[config.mk]
export PLATFORM = sky130hd
export DESIGN_NAME = blink_rate_ctrl_flat
export DESIGN_NICKNAME = d
export VERILOG_FILES = /design/src/rtl/blink_rate_ctrl_if.sv /design/src/rtl/blink_rate_ctrl.sv /design/src/flat_wrapper.sv
export SDC_FILE = /design/constraint.sdc
export NUM_CORES = 1
export LEC_CHECK = 0
export CAP_MARGIN = 5
export CORE_ASPECT_RATIO = 0.7
export CORE_MARGIN = 2
export CORE_UTILIZATION = 40
export CTS_CLUSTER_SIZE = 16
export DETAILED_ROUTE_END_ITERATION = 12
export GPL_ROUTABILITY_DRIVEN = 0
export GPL_TIMING_DRIVEN = 0
export HOLD_SLACK_MARGIN = 0.05
export SLEW_MARGIN = 20
export SYNTH_ARGS = -nofsm -noshare
export SYNTH_HDL_FRONTEND = slang
export SYNTH_SLANG_ARGS = --single-unit
[constraint.sdc]
create_clock -name clk -period 6.4 [get_ports clk]
set_input_delay 0.64 -clock clk [delete_from_list [all_inputs] [get_ports clk]]
set_output_delay 0.64 -clock clk [all_outputs]
set_load 0.005 [all_outputs]
[src/rtl/blink_rate_ctrl_if.sv]
// rtl/blink_rate_ctrl_if.sv - button/switch inputs and LED status outputs of the blink controller
interface blink_rate_ctrl_if;
    logic       btn;
    logic       SW;
    logic       led;
    logic [1:0] mode;
    logic       tick;

    // Board side: drives the raw button and the run switch, observes the LED status
    modport master (
        output btn,
        output SW,
        input  led,
        input  mode,
        input  tick
    );

    // Controller side
    modport slave (
        input  btn,
        input  SW,
        output led,
        output mode,
        output tick
    );
endinterface

[src/rtl/blink_rate_ctrl.sv]
// rtl/blink_rate_ctrl.sv - debounced push-button mode sequencer driving a shared LED blink divider (option: BURST_LOOP_EN)
module blink_rate_ctrl #(
    parameter int CLK_HZ    = 50_000_000,
    parameter int DEB_CYC   = 1_000_000,
    parameter int BURST_CNT = 5
) (
    input  logic               clk,
    input  logic               reset,
    blink_rate_ctrl_if.slave   bus
);

    localparam int DW = $clog2(DEB_CYC);
    localparam int CW = $clog2(CLK_HZ / 2);

    localparam logic [DW-1:0] DEB_LAST   = DW'(DEB_CYC - 1);
    localparam logic [CW-1:0] LAST_SLOW  = CW'(CLK_HZ / 2 - 1);
    localparam logic [CW-1:0] LAST_FAST  = CW'(CLK_HZ / 4 - 1);
    localparam logic [CW-1:0] LAST_BURST = CW'(CLK_HZ / 16 - 1);
    localparam logic [3:0]    BURST_LAST = 4'(BURST_CNT - 1);

    typedef enum logic [1:0] {
        MODE_OFF   = 2'b00,
        MODE_SLOW  = 2'b01,
        MODE_FAST  = 2'b10,
        MODE_BURST = 2'b11
    } mode_e;

    logic          sync1_q;
    logic          sync2_q;
    logic          deb_q;
    logic          deb_d;
    logic [DW-1:0] deb_cnt_q;
    logic [DW-1:0] deb_cnt_d;
    logic          btn_evt_q;
    logic          btn_evt_d;

    mode_e         mode_q;
    mode_e         mode_next;
    logic [CW-1:0] div_q;
    logic [CW-1:0] half_last;
    logic          led_q;
    logic          tick_q;
    logic [3:0]    burst_q;

    // Two-flop synchronizer on the raw button; nothing else touches the raw input
    always_ff @(posedge clk or negedge reset) begin
        if (!reset) begin
            sync1_q <= 1'b0;
            sync2_q <= 1'b0;
        end else begin
            sync1_q <= bus.btn;
            sync2_q <= sync1_q;
        end
    end

    // Filter next state: a level is accepted only after DEB_CYC consecutive differing samples
    always_comb begin
        deb_d     = deb_q;
        deb_cnt_d = '0;
        btn_evt_d = 1'b0;
        if (sync2_q != deb_q) begin
            if (deb_cnt_q == DEB_LAST) begin
                deb_d     = sync2_q;
                btn_evt_d = sync2_q;
            end else begin
                deb_cnt_d = deb_cnt_q + 1'b1;
            end
        end
    end

    // Debounced level, filter count and the press event pulse (release makes no event)
    always_ff @(posedge clk or negedge reset) begin
        if (!reset) begin
            deb_q     <= 1'b0;
            deb_cnt_q <= '0;
            btn_evt_q <= 1'b0;
        end else begin
            deb_q     <= deb_d;
            deb_cnt_q <= deb_cnt_d;
            btn_evt_q <= btn_evt_d;
        end
    end

    // Mode rotation and the terminal count of the half-period divider for the current mode
    always_comb begin
        mode_next = MODE_OFF;
        half_last = LAST_SLOW;
        case (mode_q)
            MODE_OFF:   mode_next = MODE_SLOW;
            MODE_SLOW:  mode_next = MODE_FAST;
            MODE_FAST:  mode_next = MODE_BURST;
            MODE_BURST: mode_next = MODE_OFF;
            default:    mode_next = MODE_OFF;
        endcase
        case (mode_q)
            MODE_FAST:  half_last = LAST_FAST;
            MODE_BURST: half_last = LAST_BURST;
            default:    half_last = LAST_SLOW;
        endcase
    end

    // Mode FSM with divider, LED, tick and burst counting; a press outranks burst completion
    always_ff @(posedge clk or negedge reset) begin
        if (!reset) begin
            mode_q  <= MODE_OFF;
            div_q   <= '0;
            led_q   <= 1'b0;
            tick_q  <= 1'b0;
            burst_q <= '0;
        end else begin
            tick_q <= 1'b0;
            if (btn_evt_q) begin
                // New rate starts cleanly from a dark LED
                mode_q  <= mode_next;
                div_q   <= '0;
                led_q   <= 1'b0;
                burst_q <= '0;
            end else if (mode_q == MODE_OFF) begin
                div_q   <= '0;
                led_q   <= 1'b0;
                burst_q <= '0;
            end else if (bus.SW) begin
                if (div_q == half_last) begin
                    div_q  <= '0;
                    led_q  <= ~led_q;
                    tick_q <= 1'b1;
                    // A full blink ends on the 1->0 toggle
                    if (mode_q == MODE_BURST && led_q) begin
                        if (burst_q == BURST_LAST) begin
`ifdef BURST_LOOP_EN
                            burst_q <= '0;
`else
                            mode_q  <= MODE_SLOW;
                            burst_q <= '0;
`endif
                        end else begin
                            burst_q <= burst_q + 1'b1;
                        end
                    end
                end else begin
                    div_q <= div_q + 1'b1;
                end
            end
        end
    end

    assign bus.led  = led_q;
    assign bus.mode = mode_q;
    assign bus.tick = tick_q;

endmodule
[src/flat_wrapper.sv]
// flat-port wrapper written by rule: the top's interface ports become plain ports
module blink_rate_ctrl_flat 
#(
    parameter int CLK_HZ    = 50_000_000,
    parameter int DEB_CYC   = 1_000_000,
    parameter int BURST_CNT = 5
)
  (clk, reset, bus_btn, bus_SW, bus_led, bus_mode, bus_tick);
  blink_rate_ctrl_if bus_i ();
  input  logic clk;
  input  logic reset;
  input wire logic [$bits(bus_i.btn)-1:0] bus_btn;
  input wire logic [$bits(bus_i.SW)-1:0] bus_SW;
  output wire logic [$bits(bus_i.led)-1:0] bus_led;
  output wire logic [$bits(bus_i.mode)-1:0] bus_mode;
  output wire logic [$bits(bus_i.tick)-1:0] bus_tick;
  assign bus_i.btn = bus_btn;
  assign bus_i.SW = bus_SW;
  assign bus_led = bus_i.led;
  assign bus_mode = bus_i.mode;
  assign bus_tick = bus_i.tick;
  blink_rate_ctrl #(.CLK_HZ(CLK_HZ), .DEB_CYC(DEB_CYC), .BURST_CNT(BURST_CNT)) u_core (.clk(clk), .reset(reset), .bus(bus_i));
endmodule
* Word-level counts from Yosys, hierarchy flattened
Index checks and enable logic that the tools add are counted.
Storage, ports and cells: latch bits 0, memory bits (writable) 0, memory bits (read-only) 0, input port bits 4, memories kept 0, bits in registers 57
Cells by class: order comparisons 0, div/mod/pow operators 0, $add $sub $neg 3, shifts and indexed selects 0, bitwise gates (word level) 1, equal/unequal tests 8, muxes and demuxes 30, reduce and logical (&&, ||, !) cells 13, $mul 0
Operator list (number):
- 25-bit two-way mux | 4
- 25-bit case mux with 2 select lines | 1
- 20-bit two-way mux | 2
- 25-bit by 1-bit adder with 25-bit output (second input constant) | 1
- 25-bit equality test | 1
- 4-bit two-way mux | 6
- 20-bit by 1-bit adder with 20-bit output (second input constant) | 1
- 20-bit equality test (second input constant) | 1
- 2-bit two-way mux | 6
- 1-bit two-way mux | 10
- 3-bit nonzero test | 3
- 2-bit case mux with 4 select lines | 1
- 2-bit nonzero test | 4
- 5-bit AND reduction | 1
- 4-bit by 1-bit adder with 4-bit output (second input constant) | 1
- 2-bit equality test (second input constant) | 2
- 4-bit by 3-bit equality test with 1-bit output (second input constant) | 1
- 2-bit AND reduction | 2
- 3-bit AND reduction | 1
- 2-bit by 1-bit equality test with 1-bit output (second input constant) | 1
- 2-bit zero test | 1
- 2-bit by 1-bit inequality test with 1-bit output (second input constant) | 1
- 1-bit logical AND | 1
- 1-bit inequality test | 1
- 1-bit inverter | 1

* Longest topological paths before layout
depth after elaboration 7, gate-level depth with buffers 8, depth with buffers taken out 7

* Worst setup path before layout
No wires, ideal clock.
kind reg2reg, start reg u_core.mode_q[0] (netlist: u_core.bus.mode[0]), end reg u_core.burst_q[2], data required time 6.278 ns, cell stages (with the launch flop) 8, data arrival time 2.220 ns, setup slack 4.058 ns, cell sequence dfrtp_1 > inv_1 > ha_1 > or3b_1 > a21oi_1 > o2111ai_2 > or4_1 > a32o_1
On the way: cells in the longest elaborated chain, start to end 5
Ends and longest elaborated chain:
- start: declaration | line blink_rate_ctrl.sv:37 | mode_e mode_q;
- start signal: assignment | line blink_rate_ctrl.sv:114 | mode_q <= mode_next;
- 2-bit equality test, on equally long branches | line blink_rate_ctrl.sv:95, blink_rate_ctrl.sv:128
- 25-bit case mux with 2 select lines | line blink_rate_ctrl.sv:95 | case (mode_q)
- 25-bit equality test | line blink_rate_ctrl.sv:123 | if (div_q == half_last) begin
- 3-bit nonzero test (no line)
- 3-bit AND reduction (no line)
- end signal: assignment | line blink_rate_ctrl.sv:137 | burst_q <= burst_q + 1'b1;
- end: declaration | line blink_rate_ctrl.sv:43 | logic [3:0] burst_q;
Parallel ways exist; a longest one is shown, timed or not. A chain may end at the register's enable or synchronous reset.

* Worst setup path after layout
start reg u_core.mode_q[0] (netlist: u_core.bus.mode[0]), end reg u_core.div_q[6]
On the way: cells in the longest elaborated chain, start to end 7
Ends and longest elaborated chain:
- 2-bit equality test | line blink_rate_ctrl.sv:95
- 25-bit case mux with 2 select lines | line blink_rate_ctrl.sv:95
- 25-bit equality test | line blink_rate_ctrl.sv:123
- 25-bit two-way mux | line blink_rate_ctrl.sv:123
- 25-bit two-way mux | line blink_rate_ctrl.sv:122 | end else if (bus.SW) begin
- 25-bit two-way mux | line blink_rate_ctrl.sv:118 | end else if (mode_q == MODE_OFF) begin
- 25-bit two-way mux | line blink_rate_ctrl.sv:112 | if (btn_evt_q) begin
- end signal: assignment | line blink_rate_ctrl.sv:141 | div_q <= div_q + 1'b1;
- end: declaration | line blink_rate_ctrl.sv:39 | logic [CW-1:0] div_q;
Parallel ways exist; a longest one is shown, timed or not. The select of a mux whose other input is x is not followed.

==> flow_summary.toml <==
[clocking]
cts_hold_buf = 0
htree_levels = 3
postCtsSetupRepairBufs = 0
cts_buffers = 9
post_cts_resize_count = 0
clk_path_buf_depth = 2
clock_latency_ns = 0.35
cts_num_sinks = 57
cts.reportedPaths.clkPinSlew_ns = 0.07
cts_tree = "yes"
root_buffer = "clkbuf_8"

[setup_path]
worstSetupStartpointType = "register"
arrival_ns = 2.83
cpMaxStageDelayCell = "o31ai_1"
cpPeakStageDelay_ns = 0.52
path_depth = 8
crit_path_end_kind = "register"
crit_chain = "inv_1, ha_1, or3b_1, a21oi_1, o2111ai_2, o31ai_1, buf_2, nor2_1"
crit_fanout = 10
crit_type = "reg2reg"
cp_num_buf_inv = 2
reg2reg_depth = 8
path_delay_family = "compound AO/OA/AOI/OAI gates"
crit_required_ns = 6.63

[cells_and_area]
mostFrequentLayoutCells = "dfrtp_1 (57), nor2_1 (55), xor2_1 (35)"
finalNonFillerCells = 423
fin_nets = 333
diodes = 0
final_common_cell = "dfrtp_1"
syn_to_final_growth_pct = 15.68
final_util_pct = 47.25
drive_gt1_share_pct = 8.000
nFillCells = 687
stdcell_area_um2 = 3397

[power]
p_per_area_nw_per_um2 = 257.3
p_switching_w = 0.0002032
vdd_ir_drop_max_mv = 0.1429
power_frac_clock_pct = 47.7
seq_power_share_pct = 46.1
p_int_w = 0.0006708
comb_power_share_pct = 6.1
leakage_nw = 1.495
switching_share_pct = 23.25

[floorplanning]
die-area_um2 = 8054
start_util_pct = 40.85
die_h_um = 75.69
fp.dieW_um = 106.4
placementRows = 26
coreArea_um2 = 7189
io_pins = 8

[timing]
fmax_ghz = 0.3840
finalCritPeriodShare_pct = 40.69
grt_setup_unrepaired = "false"
fin_worst_skew_ns = 0.008835
finalSetupViolCount = 0
hold_violations = 0
maxSlewHeadroom_pct = 44.22
min_period_ns = 2.604
tns_ns = 0
worst_pin_slew_ns = 0.8298
report.final.slew_viol_count = 0

[hold_path]
holdCritPathClass = "in2async"

[yosys]
yosys_warnings = 0
netlist-cell-type-count = 36
synth_area_um2 = 2937
syn_nets = 314
ys_seq_area_share_pct = 48.57
syn_inst = 301
ys_seq_elements = 57
syn_avg_cell_area_um2 = 9.756

[placement]
dp.cells = 407
post_dp_cell_area_um2 = 3147
port-buffer-count = 7
dp_hpwl_mm = 4.091

[run_status]
outcome = "complete, no violations"

[drt]
wl_per_cell_um = 13.74
drc_errors = 0
dr_total_vias = 2177
vias_per_cell = 5.147
dr.pass1.iters = 4
drtAntennaViolNets = 0
wl_mm = 5.812
drtIter0Drc = 119

[run]
drv_cap = 0

[global_route]
grt_overflow = 0
grt_max_degree = 34
antenna_found_initial = 0
grt_pass1_wl_mm = 10.09
grt_pass1_vias = 2040
grtUsageTotal_pct = 16.83
-- logic make-up (layout without fill, tap and decap cells) --
group           after synthesis  in the layout  share of synthesized area [%]
compound gates               15             15                          3.835
simple gates                155            155                          26.76
mux                           5              5                          1.747
xor+xnor                     44             44                          13.12
flops                        57             57                          48.57
buf+inv                      16             40                          2.130
fa+ha+maj                     9              9                          3.835
-- through the flow --
step | total power (W) | setup WS [ns] | hold WS (ns)
detailed placement | 0.0004636 | 3.413 | 0.3347
floorplan | 0.0004386 | 4.058 | 0.3312
finish | 0.0008741 | 3.796 | 0.1861
global placement | 0.0004613 | 2.809 | 0.3338
global route | 0.0009154 | 3.543 | 0.1903
CTS | 0.0008871 | 3.701 | 0.1838
-- power groups by stage --
stage | clock [W] | sequential [W] | combinational (W)
after floorplan | 0 | 0.000402 | 0.0000365
final | 0.000417 | 0.000403 | 0.0000537
after detailed placement | 0 | 0.000409 | 0.0000547
after CTS | 0.000430 | 0.000403 | 0.0000543
after global routing | 0.000445 | 0.000406 | 0.0000642
after global placement | 0 | 0.000409 | 0.0000523
-- Yosys cell counts --
cell | number | share of area, %
or4_1 | 2 | 0.51
mux2i_1 | 4 | 1.4
dfrtp_1 | 57 | 49
xor2_1 | 35 | 10
nor3b_1 | 3 | 0.77
nand4bb_1 | 2 | 0.77
and3_1 | 9 | 1.9
buf_2 | 2 | 0.34
o22ai_1 | 2 | 0.43
nor3_1 | 3 | 0.51
clkbuf_1 | 5 | 0.64
a21oi_1 | 4 | 0.68
nor4_2 | 1 | 0.43
xnor2_1 | 9 | 2.7
nor4_1 | 9 | 1.9
mux2_2 | 1 | 0.38
a31oi_1 | 1 | 0.21
o31ai_1 | 3 | 0.77
or3b_1 | 1 | 0.30
nand2b_1 | 2 | 0.43
inv_1 | 9 | 1.2
and4_1 | 4 | 1.2
nand4_1 | 12 | 2.6
a32o_1 | 1 | 0.34
nand2_1 | 23 | 2.9
nor4bb_1 | 1 | 0.34
a31o_2 | 1 | 0.30
ha_1 | 9 | 3.8
or3_1 | 4 | 0.85
nor2_1 | 55 | 7.0
o311ai_0 | 1 | 0.30
o32ai_1 | 1 | 0.30
nand3_1 | 21 | 3.6
or2_2 | 2 | 0.43
o2111ai_2 | 1 | 0.51
nor4b_1 | 1 | 0.30
-- sequential cells by signal (all words and copies together) (netlist names), 2 cells and up --
signal and cells:
u_core.div_q 25, u_core.deb_cnt_q 20, u_core.burst_q 4, u_core.bus.mode 2
-- metal layers --
layer | routed length, µm | track usage, %
met5 | 0 | 0
met3 | 250 | 6.758
met4 | 95 | 6.494
met2 | 2365 | 23.08
met1 | 3101 | 23.88
-- cell type report --
class	count	area [µm²]	area share [%]
plain buffers	7	28.78	0.8471
clock buffers	11	141.4	4.162
clock inverters	5	102.6	3.020
inverters	9	33.78	0.9945
multi-input cells	228	1454	42.80
flip-flops and latches	57	1426	41.99
well taps	98	122.6	3.610
repair buffers	8	87.58	2.578
-- final timing paths --
path                                    start               end  slack [ns]
max                        u_core.bus.mode[0]   u_core.div_q[6]        3.80
min                                     reset   u_core.div_q[9]        0.19
max reg2reg                u_core.bus.mode[0]   u_core.div_q[6]        3.80
min reg2reg                    u_core.sync1_q    u_core.sync2_q        0.35
max in group asynchronous               reset  u_core.div_q[15]        5.74
min in group clk               u_core.sync1_q    u_core.sync2_q        0.35
(Power assumes the default switching activity.)
